===== src/rtl/mod_n_up_counter.sv =====
// mod_n_up_counter: modulo-MOD up counter with parallel load, wrap flag/count and load-range error
module mod_n_up_counter #(
  parameter int MOD   = 5,
  parameter int WIDTH = 4
) (
  input  logic             clk,
  input  logic             clear,
  input  logic             en,
  input  logic             load,
  input  logic [WIDTH-1:0] din,
  output logic [WIDTH-1:0] Cout,
  output logic             tc,
  output logic             wrap,
  output logic [7:0]       wrap_cnt,
  output logic             load_err
);
  localparam logic [WIDTH:0]   MOD_W = (WIDTH+1)'(MOD);
  localparam logic [WIDTH-1:0] LAST  = WIDTH'(MOD - 1);
  localparam logic [WIDTH-1:0] ONE   = WIDTH'(1);
  logic [WIDTH-1:0] count_q, count_d;
  logic             wrap_q, wrap_d;
  logic [7:0]       wrap_cnt_q, wrap_cnt_d;
  logic             load_err_q, load_err_d;
  logic             at_last, in_range, din_ok, wrap_evt;
  always_comb begin
    at_last    = count_q == LAST;
    in_range   = {1'b0, count_q} < MOD_W;
    din_ok     = {1'b0, din} < MOD_W;
    wrap_evt   = en && !load && at_last;
    count_d    = load ? (din_ok ? din : '0)
               : en ? ((at_last || !in_range) ? '0 : count_q + ONE)
               : count_q;
    wrap_d     = wrap_evt;
    wrap_cnt_d = wrap_cnt_q + {7'd0, wrap_evt};
    load_err_d = load && !din_ok;
  end
  always_ff @(posedge clk or negedge clear) begin
    if (!clear) begin
      count_q    <= '0;
      wrap_q     <= 1'b0;
      wrap_cnt_q <= 8'd0;
      load_err_q <= 1'b0;
    end else begin
      count_q    <= count_d;
      wrap_q     <= wrap_d;
      wrap_cnt_q <= wrap_cnt_d;
      load_err_q <= load_err_d;
    end
  end
  assign Cout     = count_q;
  assign tc       = at_last && en && !load;
  assign wrap     = wrap_q;
  assign wrap_cnt = wrap_cnt_q;
  assign load_err = load_err_q;
endmodule

===== config.mk =====
export PLATFORM = sky130hd
export DESIGN_NAME = mod_n_up_counter
export DESIGN_NICKNAME = d
export VERILOG_FILES = /design/src/rtl/mod_n_up_counter.sv
export SDC_FILE = /design/constraint.sdc
export NUM_CORES = 1
export LEC_CHECK = 0
export BUFFER_PORTS_ARGS = -buffer_cell sky130_fd_sc_hd__buf_2
export CAP_MARGIN = 0
export CORE_AREA = 8 8 47 49
export DETAILED_ROUTE_END_ITERATION = 10
export DIE_AREA = 0 0 55 57
export GPL_TIMING_DRIVEN = 0
export PLACE_DENSITY = 0.77
export REMOVE_ABC_BUFFERS = 1
export SLEW_MARGIN = 0
export SYNTH_ARGS = -nofsm -noshare
export SYNTH_HDL_FRONTEND = slang
export SYNTH_SLANG_ARGS = --single-unit

===== constraint.sdc =====
create_clock -name clk -period 1.8 [get_ports clk]
set_input_delay 0.27 -clock clk [delete_from_list [all_inputs] [get_ports clk]]
set_output_delay 0.27 -clock clk [all_outputs]
set_load 0.02 [all_outputs]

==> impl_results.md <==
- Leakage power: 0.4409 nW
- Final count of hold timing violations: 0
- Slew margin rel.: 78.85%
- Crit path capture type: flip-flop
- Layout cells sized above 1: 37.80%
- Drt initial violations: 12
- Multi-input gate area: 272.8 um^2
- Setup violators final: 0
- Initial antenna violation count: 0
- CP Max Fanout: 5
- Hpwl dp: 1.004 mm
- Clock Latency Late Sink: 0.27 ns
- RSZ-0062 raised after global routing: yes
- Sink Count: 14
- Worst setup path category: flip-flop to flip-flop
- Fin worst setup slack: 0.1321 ns
- Routability cong.: 0.7239
- Setup WS pre-CTS: 0.08897 ns
- Clock Path Buffers: 2
- Register area share after synthesis: 55.23%
- Clock root buffer master: clkbuf_4
- Reg clk slew, reported paths: 0.08 ns
- Peak supply drop: 0.3605 mV
- Skew final: 0.008800 ns
- DR pass1 iterations: 4
- Register area: 351.6 um^2
- Nets@finish: 96
- CP dominant cell by count: ha_2
- Area growth syn-to-layout: 27.22%
- IO Pins: 23
- Top_reg_cell synth: dfrtp_1
- Ys Warns: 0
- Die height: 57 um
- Design area: 807.0 um^2
- Power Density: 791.4 nW/um^2
- Post-CTS Setup Repair Bufs: 0
- Avg WL per Cell: 13.04 um
- Worst path slowest cell: dfrtp_2
- Yosys cell types: 21
- Buffers added on ports: 22
- Crit-path max cell delay: 0.44 ns
- ANT cells: 0
- Critical Path AT: 1.82 ns
- H-tree Lvls: 1
- WL final: 1.291 mm
- Slew Viols, Final: 0
- Row count: 15
- Tightest Pin Transition: 0.3173 ns
- Largest net degree at the start of global routing: 15
- Final setup TNS: 0 ns
- Dpl cell area: 765.7 um^2
- Number of routed nets with antenna violations: 0
- CP required: 1.95 ns
- GR Util All Layers: 8.945%
- Initial Utilization: 40.24%
- Fin crit share: 92.66%
- Crit start category: flip-flop
- Max Fclk: 599.6 MHz
- CTS tree: yes
- Core Area: 1577 um^2
- Max-capacitance violation count: 0
- Min Tclk post-route: 1.668 ns
- Post-synth EDFFs: 0
- Status: finished, final reports clean
- Mapped cell area: 634.4 um^2
- Inserted Clock Buffers: 3
- #FFs+latches synth: 14
- Synth Instances: 56
- Most common cell after layout, fill and taps aside: buf_2
- Synthesized area per cell: 11.33 um^2
- Crit path buffers/inverters: 1
- Vias in the first global route: 536
- Grt total ovfl: 0
- Die width: 55 um
- Ys async rst share: 100.0%
- Most frequent cells in the layout: 22 x buf_2, 13 x dfrtp_1, 6 x nand3_1
- Routed vias/inst: 5.131
- Crit path cell chain: inv_1, ha_1, nand4_1, nor2_2, ha_2, ha_2, nand3_1, xnor2_1
- Worst hold path class: input pin to flip-flop
- Detailed-route via count: 508
- DRC viols: 0
- CP top delay family: adder cells
- Die Area: 3135 um^2
- Fillers: 150
- First-pass GRT wire length: 2.145 mm
==> sequential cells by signal (all words and copies together) (netlist names) <==
signal and cells:
Cout 4, wrap_cnt 8, load_err 1, wrap 1
==> final timing paths <==
kind / endpoint / slack (ns) / cells after the start / startpoint
max: wrap_cnt[6] / 0.13 / 8 / Cout[0]
min: Cout[2] / 0.22 / 2 / din[3]
max reg2reg: wrap_cnt[6] / 0.13 / 8 / Cout[0]
min reg2reg: wrap_cnt[7] / 0.47 / 1 / wrap_cnt[7]
max in group asynchronous: Cout[0] / 1.13 / 2 / clear
min in group asynchronous: wrap_cnt[5] / 0.42 / 2 / clear
==> repair_timing <==
item                                    CTS  global route
endpoints found under the hold margin    14             0
gates resized for setup                   0             4
hold buffers                              1             0
endpoints found under the setup margin    0             3
==> synth_stat cells (2+ instances only) <==
master    n  area [um^2]
dfrtp_1  14        350.3
ha_1      4        50.05
inv_1     5        18.77
a21oi_1   3        15.01
and3_1    2        12.51
nand3_1   6        30.03
xnor2_1   5        43.79
nor2_1    4        15.01
==> worst register-to-register path: stages (launching register included) <==
cell     delay [ns]
dfrtp_2        0.44
inv_1          0.07
ha_1           0.13
nand4_1        0.12
nor2_2         0.13
ha_2           0.22
ha_2           0.21
nand3_1        0.08
xnor2_1        0.13
==> layer usage <==
layer,share of wire [%],track usage (%),up-vias
li1,-,-,250
met1,45,10.65,232
met2,42,13.29,26
met3,13,3.896,0
met4,0,4.124,0
met5,0,0,-
==> cell type report <==
cell class | instances | area share, %
Clock buffer | 3 | 2.791
Inverter | 5 | 2.326
Tap cell | 17 | 2.636
Multi-Input combinational cell | 37 | 33.80
Sequential cell | 14 | 43.57
Timing Repair Buffer | 23 | 14.88
==> per-stage QoR <==
| stage | total power (W) | hold WS (ns) | util, % | cells |
|---|---|---|---|---|
| 3_3_place_gp | 0.0004712 | 0.1740 | 48.57 | 95 |
| 3_5_place_dp | 0.0004766 | 0.1874 | 48.57 | 95 |
| 4_1_cts | 0.0006477 | 0.2147 | 50.63 | 99 |
| 6_report | 0.0006386 | 0.2240 | 51.19 | 99 |
| 5_1_grt | 0.0006843 | 0.2164 | 51.19 | 99 |
| 2_1_floorplan | 0.0004226 | -0.02559 | - | 56 |
==> report_power, final <==
part           internal (W)  leakage, nW  total, W  switching [W]
Combinational     0.0000430        0.239  0.000114      0.0000710
Sequential         0.000338        0.188  0.000357      0.0000199
Clock             0.0000772       0.0138  0.000167      0.0000900
==> kinds of logic after synthesis <==
group	Yosys count	synth area share, %
simple gates	19	18.34
flops	14	55.23
buf+inv	5	2.959
fa+ha+maj	4	7.890
compound gates	8	7.297
xor+xnor	6	8.284
(Power assumes the default switching activity.)
